### src/rtl/ntt_pkg.sv
// Shared types and constants for the NTT stage sequencer.
//   ntt_state_e : sequencer FSM states
//   NTT_LOG_N   : default log2 of the transform length
//   NTT_N       : default transform length
//   NTT_HALF_N  : default butterflies per stage
//   half_n()    : butterflies per stage for an arbitrary LOG_N
//   ctr_w()     : bit width of the in-flight butterfly counter
package ntt_pkg;

  typedef enum logic [1:0] {
    IDLE  = 2'd0,
    ISSUE = 2'd1,
    DRAIN = 2'd2,
    DONE  = 2'd3
  } ntt_state_e;

  localparam int unsigned NTT_LOG_N  = 10;
  localparam int unsigned NTT_N      = 1 << NTT_LOG_N;
  localparam int unsigned NTT_HALF_N = NTT_N / 2;

  function automatic int unsigned half_n(input int unsigned log_n);
    return 32'd1 << (log_n - 32'd1);
  endfunction

  // Counter must be able to hold the value max_out itself.
  function automatic int unsigned ctr_w(input int unsigned max_out);
    return $clog2(max_out + 32'd1);
  endfunction

endpackage

### src/rtl/ntt_stage_sequencer_if.sv
// Control and butterfly-command bundle between the start/done control,
// the sequencer and the butterfly datapath.
//   master : sequencer side (drives command, status and error)
//   slave  : environment side (drives start, ready, writeback, inverse)
// Optional port inverse exists only when NTT_INVERSE_EN is defined.
interface ntt_stage_sequencer_if
  import ntt_pkg::*;
#(
  parameter int unsigned LOG_N = NTT_LOG_N,
  parameter int unsigned TW_AW = 13
);
  logic             start;
  logic             busy;
  logic             ntt_done;
  logic             bfly_valid;
  logic             bfly_ready;
  logic [LOG_N-1:0] addr_a;
  logic [LOG_N-1:0] addr_b;
  logic [TW_AW-1:0] tw_addr;
  logic             wb_valid;
  logic             err;
`ifdef NTT_INVERSE_EN
  logic             inverse;
`endif

  modport master (
    input  start, bfly_ready, wb_valid,
`ifdef NTT_INVERSE_EN
    input  inverse,
`endif
    output busy, ntt_done, bfly_valid, addr_a, addr_b, tw_addr, err
  );

  modport slave (
    output start, bfly_ready, wb_valid,
`ifdef NTT_INVERSE_EN
    output inverse,
`endif
    input  busy, ntt_done, bfly_valid, addr_a, addr_b, tw_addr, err
  );

endinterface

### src/rtl/ntt_inflight_ctr.sv
// Saturating up/down counter of issued-but-not-written-back butterflies.
//   clk, rst    : clock, synchronous active-high reset
//   inc_i       : butterfly command handshake
//   dec_i       : butterfly writeback pulse
//   zero_o      : registered, count is zero
//   full_nxt_c  : combinational, count after this edge equals MAX_OUT
//   err_o       : sticky, decrement requested at zero
module ntt_inflight_ctr
  import ntt_pkg::*;
#(
  parameter int unsigned MAX_OUT = 16
) (
  input  logic clk,
  input  logic rst,
  input  logic inc_i,
  input  logic dec_i,
  output logic zero_o,
  output logic full_nxt_c,
  output logic err_o
);

  localparam int unsigned CW = ctr_w(MAX_OUT);

  logic [CW-1:0] cnt_q, cnt_d;
  logic          err_q, err_d;
  logic          zero_q;

  // Simultaneous inc and dec cancel; a lone dec at zero is an underflow.
  always_comb begin
    cnt_d = cnt_q;
    err_d = err_q;
    if (inc_i && !dec_i) begin
      if (cnt_q != CW'(MAX_OUT)) cnt_d = cnt_q + CW'(1);
    end else if (dec_i && !inc_i) begin
      if (cnt_q == '0) err_d = 1'b1;
      else             cnt_d = cnt_q - CW'(1);
    end
  end

  assign full_nxt_c = (cnt_d == CW'(MAX_OUT));

  always_ff @(posedge clk) begin
    if (rst) begin
      cnt_q  <= '0;
      err_q  <= 1'b0;
      zero_q <= 1'b1;
    end else begin
      cnt_q  <= cnt_d;
      err_q  <= err_d;
      zero_q <= (cnt_d == '0);
    end
  end

  assign zero_o = zero_q;
  assign err_o  = err_q;

endmodule

### src/rtl/ntt_stage_sequencer.sv
// Sequences an in-place radix-2 DIT NTT: one butterfly command per
// handshake, draining all writebacks at every stage boundary.
//   clk, rst : clock, synchronous active-high reset
//   ctl      : ntt_stage_sequencer_if.master (start/busy/ntt_done,
//              bfly_valid/bfly_ready, addr_a/addr_b/tw_addr, wb_valid, err)
// Define NTT_INVERSE_EN to add the inverse input; when sampled high at
// start, twiddle addresses are offset into the inverse table.
module ntt_stage_sequencer
  import ntt_pkg::*;
#(
  parameter int unsigned LOG_N           = NTT_LOG_N,
  parameter int unsigned TW_AW           = 13,
  parameter int unsigned TW_BASE         = 0,
  parameter int unsigned MAX_OUTSTANDING = 16
) (
  input logic                  clk,
  input logic                  rst,
  ntt_stage_sequencer_if.master ctl
);

  localparam int unsigned HALF_N = (LOG_N == NTT_LOG_N) ? NTT_HALF_N : half_n(LOG_N);
  localparam int unsigned BW     = LOG_N - 1;
  localparam int unsigned SW     = (LOG_N > 1) ? $clog2(LOG_N) : 1;

  ntt_state_e       state_q, state_d;
  logic [SW-1:0]    s_q, s_d;
  logic [BW-1:0]    b_q, b_d;
  logic             busy_q, busy_d;
  logic             done_q, done_d;
  logic             valid_q, valid_d;
  logic [LOG_N-1:0] addr_a_q, addr_a_d;
  logic [LOG_N-1:0] addr_b_q, addr_b_d;
  logic [TW_AW-1:0] tw_q, tw_d;
  logic             inv_d;
`ifdef NTT_INVERSE_EN
  logic             inv_q;
`endif

  logic hs;
  logic start_acc;
  logic ctr_zero;
  logic ctr_full_nxt;
  logic ctr_err;

  assign hs        = valid_q && ctl.bfly_ready;
  assign start_acc = (state_q == IDLE) && ctl.start;

  ntt_inflight_ctr #(
    .MAX_OUT (MAX_OUTSTANDING)
  ) u_inflight (
    .clk        (clk),
    .rst        (rst),
    .inc_i      (hs),
    .dec_i      (ctl.wb_valid),
    .zero_o     (ctr_zero),
    .full_nxt_c (ctr_full_nxt),
    .err_o      (ctr_err)
  );

  // Next state, stage/butterfly counters and registered status.
  always_comb begin
    state_d = state_q;
    s_d     = s_q;
    b_d     = b_q;
    unique case (state_q)
      IDLE: begin
        if (ctl.start) begin
          state_d = ISSUE;
          s_d     = '0;
          b_d     = '0;
        end
      end
      ISSUE: begin
        if (hs) begin
          if (b_q == BW'(HALF_N - 1)) state_d = DRAIN;
          else                        b_d     = b_q + BW'(1);
        end
      end
      DRAIN: begin
        if (ctr_zero) begin
          if (s_q == SW'(LOG_N - 1)) begin
            state_d = DONE;
          end else begin
            state_d = ISSUE;
            s_d     = s_q + SW'(1);
            b_d     = '0;
          end
        end
      end
      DONE:    state_d = IDLE;
      default: state_d = IDLE;
    endcase

    // Valid only from the second ISSUE cycle on, so addresses lead by one.
    valid_d = (state_q == ISSUE) && (state_d == ISSUE) && !ctr_full_nxt;
    busy_d  = (state_d == ISSUE) || (state_d == DRAIN);
    done_d  = done_q;
    if (start_acc)              done_d = 1'b0;
    else if (state_d == DONE)   done_d = 1'b1;
`ifdef NTT_INVERSE_EN
    inv_d = start_acc ? ctl.inverse : inv_q;
`else
    inv_d = 1'b0;
`endif
  end

  // Butterfly addresses from the next b/s, so they settle with the counters.
  always_comb begin
    logic [LOG_N-1:0] bx;
    logic [LOG_N-1:0] mask;
    logic [LOG_N-1:0] lo;
    logic [SW-1:0]    sh;
    bx       = LOG_N'(b_d);
    mask     = (LOG_N'(1) << s_d) - LOG_N'(1);
    lo       = bx & mask;
    addr_a_d = ((bx & ~mask) << 1) | lo;
    addr_b_d = addr_a_d | (LOG_N'(1) << s_d);
    sh       = SW'(LOG_N - 1) - s_d;
    tw_d     = TW_AW'(TW_BASE) + (TW_AW'(lo) << sh);
    if (inv_d) tw_d = tw_d + TW_AW'(HALF_N);
  end

  always_ff @(posedge clk) begin
    if (rst) begin
      state_q  <= IDLE;
      s_q      <= '0;
      b_q      <= '0;
      busy_q   <= 1'b0;
      done_q   <= 1'b0;
      valid_q  <= 1'b0;
      addr_a_q <= '0;
      addr_b_q <= '0;
      tw_q     <= '0;
`ifdef NTT_INVERSE_EN
      inv_q    <= 1'b0;
`endif
    end else begin
      state_q  <= state_d;
      s_q      <= s_d;
      b_q      <= b_d;
      busy_q   <= busy_d;
      done_q   <= done_d;
      valid_q  <= valid_d;
      addr_a_q <= addr_a_d;
      addr_b_q <= addr_b_d;
      tw_q     <= tw_d;
`ifdef NTT_INVERSE_EN
      inv_q    <= inv_d;
`endif
    end
  end

  assign ctl.busy       = busy_q;
  assign ctl.ntt_done   = done_q;
  assign ctl.bfly_valid = valid_q;
  assign ctl.addr_a     = addr_a_q;
  assign ctl.addr_b     = addr_b_q;
  assign ctl.tw_addr    = tw_q;
  assign ctl.err        = ctr_err;

endmodule

### src/flat_wrapper.sv
// flat-port wrapper written by rule: the top's interface ports become plain ports
module ntt_stage_sequencer_flat import ntt_pkg::*;
#(
  parameter int unsigned LOG_N           = NTT_LOG_N,
  parameter int unsigned TW_AW           = 13,
  parameter int unsigned TW_BASE         = 0,
  parameter int unsigned MAX_OUTSTANDING = 16
)
  (clk, rst, ctl_start, ctl_bfly_ready, ctl_wb_valid, ctl_busy, ctl_ntt_done, ctl_bfly_valid, ctl_addr_a, ctl_addr_b, ctl_tw_addr, ctl_err);
  ntt_stage_sequencer_if #(.LOG_N(LOG_N), .TW_AW(TW_AW)) ctl_i ();
  input logic clk;
  input logic rst;
  input wire logic [$bits(ctl_i.start)-1:0] ctl_start;
  input wire logic [$bits(ctl_i.bfly_ready)-1:0] ctl_bfly_ready;
  input wire logic [$bits(ctl_i.wb_valid)-1:0] ctl_wb_valid;
  output wire logic [$bits(ctl_i.busy)-1:0] ctl_busy;
  output wire logic [$bits(ctl_i.ntt_done)-1:0] ctl_ntt_done;
  output wire logic [$bits(ctl_i.bfly_valid)-1:0] ctl_bfly_valid;
  output wire logic [$bits(ctl_i.addr_a)-1:0] ctl_addr_a;
  output wire logic [$bits(ctl_i.addr_b)-1:0] ctl_addr_b;
  output wire logic [$bits(ctl_i.tw_addr)-1:0] ctl_tw_addr;
  output wire logic [$bits(ctl_i.err)-1:0] ctl_err;
  assign ctl_i.start = ctl_start;
  assign ctl_i.bfly_ready = ctl_bfly_ready;
  assign ctl_i.wb_valid = ctl_wb_valid;
  assign ctl_busy = ctl_i.busy;
  assign ctl_ntt_done = ctl_i.ntt_done;
  assign ctl_bfly_valid = ctl_i.bfly_valid;
  assign ctl_addr_a = ctl_i.addr_a;
  assign ctl_addr_b = ctl_i.addr_b;
  assign ctl_tw_addr = ctl_i.tw_addr;
  assign ctl_err = ctl_i.err;
  ntt_stage_sequencer #(.LOG_N(LOG_N), .TW_AW(TW_AW), .TW_BASE(TW_BASE), .MAX_OUTSTANDING(MAX_OUTSTANDING)) u_core (.clk(clk), .rst(rst), .ctl(ctl_i));
endmodule
### config.mk
export PLATFORM = sky130hd
export DESIGN_NAME = ntt_stage_sequencer_flat
export DESIGN_NICKNAME = d
export VERILOG_FILES = /design/src/rtl/ntt_pkg.sv /design/src/rtl/ntt_stage_sequencer_if.sv /design/src/rtl/ntt_inflight_ctr.sv /design/src/rtl/ntt_stage_sequencer.sv /design/src/flat_wrapper.sv
export SDC_FILE = /design/constraint.sdc
export NUM_CORES = 1
export LEC_CHECK = 0
export ABC_AREA = 1
export CAP_MARGIN = 40
export CORE_MARGIN = 8
export CORE_UTILIZATION = 59
export CTS_CLUSTER_SIZE = 8
export DETAILED_ROUTE_END_ITERATION = 7
export PLACE_DENSITY_LB_ADDON = 0.1
export SLEW_MARGIN = 25
export SYNTH_ARGS = -nofsm -noshare
export SYNTH_HDL_FRONTEND = slang
export SYNTH_SLANG_ARGS = --single-unit
### constraint.sdc
create_clock -name clk -period 5 [get_ports clk]
set_input_delay 1.5 -clock clk [delete_from_list [all_inputs] [get_ports clk]]
set_output_delay 1.5 -clock clk [all_outputs]
set_load 0.03 [all_outputs]
==> flow_metrics.py, run 1 <==
metrics = {
    "outcome": {
        "status": "finished, final reports clean",
    },
    "cells_and_area": {
        "fin_cells": 591,
        "final_cell_mix": "84 x nand2_1, 72 x nand3_1, 70 x inv_1",
        "syn2layout_area_growth_pct": 22.4,
        "post-route-util_pct": 73.1,
        "drive_above_1_share_pct": 9.44,
        "nets": 528,
        "final_common_cell": "nand2_1",
        "diodes": 0,
    },
    "synthesis": {
        "syn_area_per_cell_sq_um": 6.81,
        "synth.cell_area_sq_um": 3210,
        "yosysSeqAreaShare_pct": 36.2,
        "synth_seq_cells": 58,
        "syn_inst": 471,
        "yosys.cell_types.count": 39,
        "yosysWarnings": 0,
        "syn_nets": 485,
    },
    "timing": {
        "fmax_mhz": 263,
        "maxSlewViolCount": 0,
        "slew_headroom_pct": 59.1,
        "tightest_slew_ns": 0.613,
        "tns_ns": 0,
        "clock_skew_ns": 0.00470,
        "finalCritPeriodShare_pct": 76.1,
        "rsz0062_at_grt": "no",
        "setup_violations": 0,
        "period_minus_slack_ns": 3.80,
        "hold_violations": 0,
    },
    "floorplan": {
        "fp.coreArea_sq_um": 5370,
        "pin_count": 42,
        "die_w_microns": 89.7,
        "initial_core_util_pct": 59.7,
        "rows": 27,
        "fp.dieArea_sq_um": 8050,
        "die_h_microns": 89.7,
    },
    "setup_path": {
        "rr_worst_depth": 18,
        "worstPathArrival_ns": 4.08,
        "path_class": "primary input to flip-flop",
        "cp_max_fo": 16,
        "cp-start-kind": "primary input",
        "cpMostUsedCell": "nand3_1",
        "end_kind": "flip-flop",
        "crit_chain": "clkdlybuf4s50_1, nand2_1, nand3_1, nand2_2, nor2_1, nand3_1, ha_1, nand2_2, inv_2, o21ai_2, nand3_2, nand3_1, nand3_1, nand2_1, inv_1, nor2_1",
        "required_ns": 5.28,
        "cp_slowest_cell": "clkdlybuf4s50_1",
        "slowest_delay_ns": 0.51,
    },
    "routing": {
        "wirelength_microns": 8490,
        "dr.pass1.iters": 5,
        "drc": 0,
        "vias": 3201,
        "drt_iter0_markers": 276,
        "avgRoutedWirePerCell_microns": 14.4,
        "antenna_left": 0,
        "viasPerCell": 5.42,
    },
    "clock_tree": {
        "path_clk_slew_ns": 0.07,
        "clockRootBuffer": "clkbuf_8",
        "clock_path_buffers": 2,
        "ctsResizeCount": 0,
        "clock_sinks": 58,
        "numCtsBuffers": 9,
        "ctsHoldBuffers": 0,
        "post_cts_buffers": 0,
        "h-tree-depth": 3,
        "clk_latency_ns": 0.34,
        "cts_tree": "built",
    },
    "pwr": {
        "p_leak_nw": 1.74,
        "ir_drop_mv": 0.190,
        "p_per_area_nw_per_um2": 317,
    },
    "global_routing": {
        "grt_pass1_wl_microns": 14100,
        "grt-ovfl-total": 0,
        "grt_pass1_vias": 3030,
        "grt_max_degree": 36,
        "antenna_found_initial": 0,
        "grt_usage_pct": 21.3,
    },
    "worst_hold_path": {
        "hold_depth": 2,
        "hold_path_class": "flip-flop to flip-flop",
    },
    "place": {
        "dp.cells": 575,
        "hpwl_microns": 6340,
        "numPortBuffers": 41,
        "place.gp.congestion": 0.955,
    },
    "run": {
        "drv_cap": 0,
    },
}
## metal layers
metal  share of wire, %  global-route usage (%)
met5                  0                       0
met4                2.3                    9.17
met3                7.4                    6.40
met2                 45                    32.8
met1                 46                    26.7
## where the power goes
part | internal (mW) | switching, mW
registers | 0.486 | 0.0321
clock network | 0.358 | 0.188
logic | 0.0630 | 0.117
total | 0.907 | 0.336
## cell usage after synthesis (all sizes together)
cell type	number	area (sq um)
a21oi	16	83.8
o211ai	4	30.0
o21ai	28	163
nor4	1	6.26
dfxtp	58	1160
inv	75	282
clkbuf	6	22.5
o2111ai	2	17.5
clkinv	1	3.75
nand4	13	81.3
a22oi	1	7.51
a31oi	2	12.5
xnor2	4	35.0
nor2	64	280
xor2	2	17.5
and2	3	23.8
nand3	78	420
buf	5	26.3
o221ai	1	8.76
o21bai	2	15.0
nor3	3	15.0
ha	9	113
o32ai	1	8.76
o22ai	2	12.5
nand2	89	352
or2	1	8.76
## critical path: cells and delay by family
kind                     cells  cell delay [ns]
buffers and inverters        3             0.60
adder cells (fa/ha/maj)      1             0.32
AO/OA/AOI/OAI                1             0.22
AND/OR/NAND/NOR             11             1.44
## flip-flops by register name, summed over array words and instances (netlist names)
name                      flops
u_core.u_inflight.err_o       1
u_core.ctl.addr_b            10
u_core.u_inflight.cnt_q       5
u_core.u_inflight.zero_o      1
u_core.b_q                    9
u_core.ctl.busy               1
u_core.ctl.ntt_done           1
u_core.s_q                    4
u_core.state_q                2
u_core.ctl.bfly_valid         1
u_core.ctl.tw_addr           13
u_core.ctl.addr_a            10
## kinds of logic after synthesis
family	count (synthesis)	share of synthesized area [%]
flip-flops	58	36.2
XOR/XNOR	6	1.64
adder cells (fa/ha/maj)	9	3.51
AO/OA/AOI/OAI	59	11.2
AND/OR/NAND/NOR	252	37.0
buffers and inverters	87	10.4
## cell type report
type / instances / area (sq um)
timing repair buffer: 43 / 425
multi-input combinational: 326 / 1710
fill: 432 / 1450
clock buffer: 12 / 155
clock inverter: 4 / 97.6
tap: 72 / 90.1
inverter: 76 / 285
sequential: 58 / 1160
## per-stage QoR
step	hold slack, ns	setup slack, ns	instance area, sq um	power, mW
floorplan	0.586	1.67	3210	0.654
global placement	0.453	0.961	3670	0.693
detailed placement	0.479	0.897	3670	0.701
CTS	0.494	1.24	3930	1.25
global route	0.521	1.02	3930	1.30
finish	0.485	1.20	3930	1.24
## final timing paths
path                                start                 endpoint  slack, ns
setup / recovery                ctl_start   u_core.ctl.tw_addr[11]       1.20
hold / removal    u_core.u_inflight.err_o  u_core.u_inflight.err_o       0.49
setup reg to reg            u_core.s_q[1]   u_core.ctl.tw_addr[11]       2.16
hold reg to reg   u_core.u_inflight.err_o  u_core.u_inflight.err_o       0.49
Power figures use the tool's default switching activity.
==> run 2: changes to the inputs <==
--- a/config.mk
+++ b/config.mk
@@ -8,7 +8,7 @@
 export ABC_AREA = 1
 export CAP_MARGIN = 40
 export CORE_MARGIN = 8
-export CORE_UTILIZATION = 59
+export CORE_UTILIZATION = 55
 export CTS_CLUSTER_SIZE = 8
 export DETAILED_ROUTE_END_ITERATION = 7
 export PLACE_DENSITY_LB_ADDON = 0.1
==> constraint.sdc (replaced) <==
create_clock -name clk -period 4 [get_ports clk]
set_input_delay 1.2 -clock clk [delete_from_list [all_inputs] [get_ports clk]]
set_output_delay 1.2 -clock clk [all_outputs]
set_load 0.03 [all_outputs]
==> flow_metrics.py, run 2 (same netlist as run 1, synthesis figures left out) <==
metrics = {
    "outcome": {
        "status": "finished, final reports clean",
    },
    "routing": {
        "viasPerCell": 5.41,
        "avgRoutedWirePerCell_microns": 14.2,
        "wirelength_microns": 8540,
        "dr.pass1.iters": 5,
        "antenna_left": 0,
        "drt_iter0_markers": 231,
        "drc": 0,
        "vias": 3245,
    },
    "cells_and_area": {
        "diodes": 0,
        "largest_reg_flops": 13,
        "syn2layout_area_growth_pct": 23.2,
        "final_common_cell": "nand2_1",
        "final_cell_mix": "84 x nand2_1, 72 x nand3_1, 70 x inv_1",
        "drive_above_1_share_pct": 10.5,
        "nets": 534,
        "fillers": 525,
    },
    "global_routing": {
        "grt-ovfl-total": 0,
        "grt_pass1_wl_microns": 14300,
        "grt_pass1_vias": 3043,
        "grt_max_degree": 24,
        "grt_usage_pct": 20.5,
        "antenna_found_initial": 0,
    },
    "run": {
        "drv_cap": 0,
    },
    "setup_path": {
        "crit_buf_inv": 3,
        "cp_max_fo": 9,
        "r2r_slack_ns": 1.27,
        "end_kind": "flip-flop",
        "cp-start-kind": "primary input",
        "worstReg2RegEnd": "u_core.ctl.tw_addr[11]",
        "slowest_delay_ns": 0.52,
        "crit_chain": "clkdlybuf4s50_1, nand2_1, nand3_1, nand2_2, nor3_1, nand2_1, ha_1, nand2_2, inv_2, o21ai_2, nand3_2, nand3_1, nand3_1, nand2_1, inv_1, nor2_1",
        "required_ns": 4.28,
        "rr_worst_depth": 16,
        "crit_family": "simple AND/OR/NAND/NOR gates",
        "cp_slowest_cell": "clkdlybuf4s50_1",
        "r2r-start": "u_core.s_q[0]",
        "worstPathArrival_ns": 3.66,
        "path_class": "primary input to flip-flop",
    },
    "clock_tree": {
        "clockRootBuffer": "clkbuf_8",
        "ctsResizeCount": 0,
        "h-tree-depth": 3,
        "clock_path_buffers": 2,
        "ctsHoldBuffers": 0,
        "clock_sinks": 58,
        "post_cts_buffers": 0,
        "path_clk_slew_ns": 0.07,
        "numCtsBuffers": 9,
        "clk_latency_ns": 0.34,
        "cts_tree": "built",
    },
    "worst_hold_path": {
        "hold_depth": 2,
        "worst_hold_startpoint": "u_core.u_inflight.err_o",
        "hold_path_class": "flip-flop to flip-flop",
        "whs_endpoint": "u_core.u_inflight.err_o",
    },
    "pwr": {
        "p_leak_nw": 1.76,
        "ir_drop_mv": 0.232,
        "p_per_area_nw_per_um2": 376,
    },
    "timing": {
        "slew_headroom_pct": 60.2,
        "maxSlewViolCount": 0,
        "rsz0062_at_grt": "no",
        "finalCritPeriodShare_pct": 84.6,
        "hold_ws_ns": 0.506,
        "fmax_mhz": 295,
        "setup_violations": 0,
        "tns_ns": 0,
        "clock_skew_ns": 0.00945,
        "tightest_slew_ns": 0.596,
        "period_minus_slack_ns": 3.38,
        "hold_violations": 0,
    },
    "place": {
        "place.gp.congestion": 0.959,
        "hpwl_microns": 6510,
        "numPortBuffers": 41,
    },
    "floorplan": {
        "fp.coreArea_sq_um": 5780,
        "pin_count": 42,
        "die_w_microns": 92.4,
        "fp.dieArea_sq_um": 8530,
        "initial_core_util_pct": 55.5,
        "rows": 28,
        "die_h_microns": 92.4,
    },
}
run 2: how the worst max path moves through the flow:
stage               startpoint                     end  slack (ns)  cells past startpoint
global route         ctl_start  u_core.ctl.tw_addr[11]        0.43                     16
finish               ctl_start  u_core.ctl.tw_addr[11]        0.62                     16
detailed placement   ctl_start  u_core.ctl.tw_addr[11]        0.38                     15
CTS                  ctl_start  u_core.ctl.tw_addr[11]        0.69                     16
global placement     ctl_start  u_core.ctl.tw_addr[11]        0.36                     15
floorplan            ctl_start   u_core.ctl.tw_addr[9]        0.97                     17
run 2: area by class of cell:
type / instances / area [sq um] / share of cell area (%)
Multi-Input combinational cell: 326 / 1710 / 43.3
Tap cell: 75 / 93.8 / 2.37
Timing Repair Buffer: 49 / 470 / 11.9
Sequential cell: 58 / 1160 / 29.4
Clock buffer: 12 / 155 / 3.93
Clock inverter: 4 / 73.8 / 1.87
Inverter: 76 / 285 / 7.22
run 2: per-layer routing:
layer  GRT usage, %  wire length (microns)
met1           26.7                   3950
met2           32.1                   3730
met3           4.77                    641
met4           8.19                    215
met5              0                      0
run 2: tightest hold or removal path: cells and delay by family (launching register included):
family           cells  cell delay, ns
flip-flops           1            0.32
AND/OR/NAND/NOR      2            0.15
run 2: through the flow:
step                      utilization (%)  worst slack, ns  area (sq um)  cells  power [mW]
after floorplan                         -            0.967          3210    471       0.818
after global placement               64.4            0.361          3720    584       0.870
after detailed placement             64.4            0.379          3720    584       0.875
after CTS                            68.4            0.691          3950    600        1.49
after global routing                 68.4            0.430          3950    600        1.56
final                                68.4            0.615          3950    600        1.49
run 2: where the power goes:
| group | switching (mW) | internal, mW |
|---|---|---|
| sequential | 0.0383 | 0.607 |
| combinational | 0.140 | 0.0796 |
| clock | 0.236 | 0.385 |
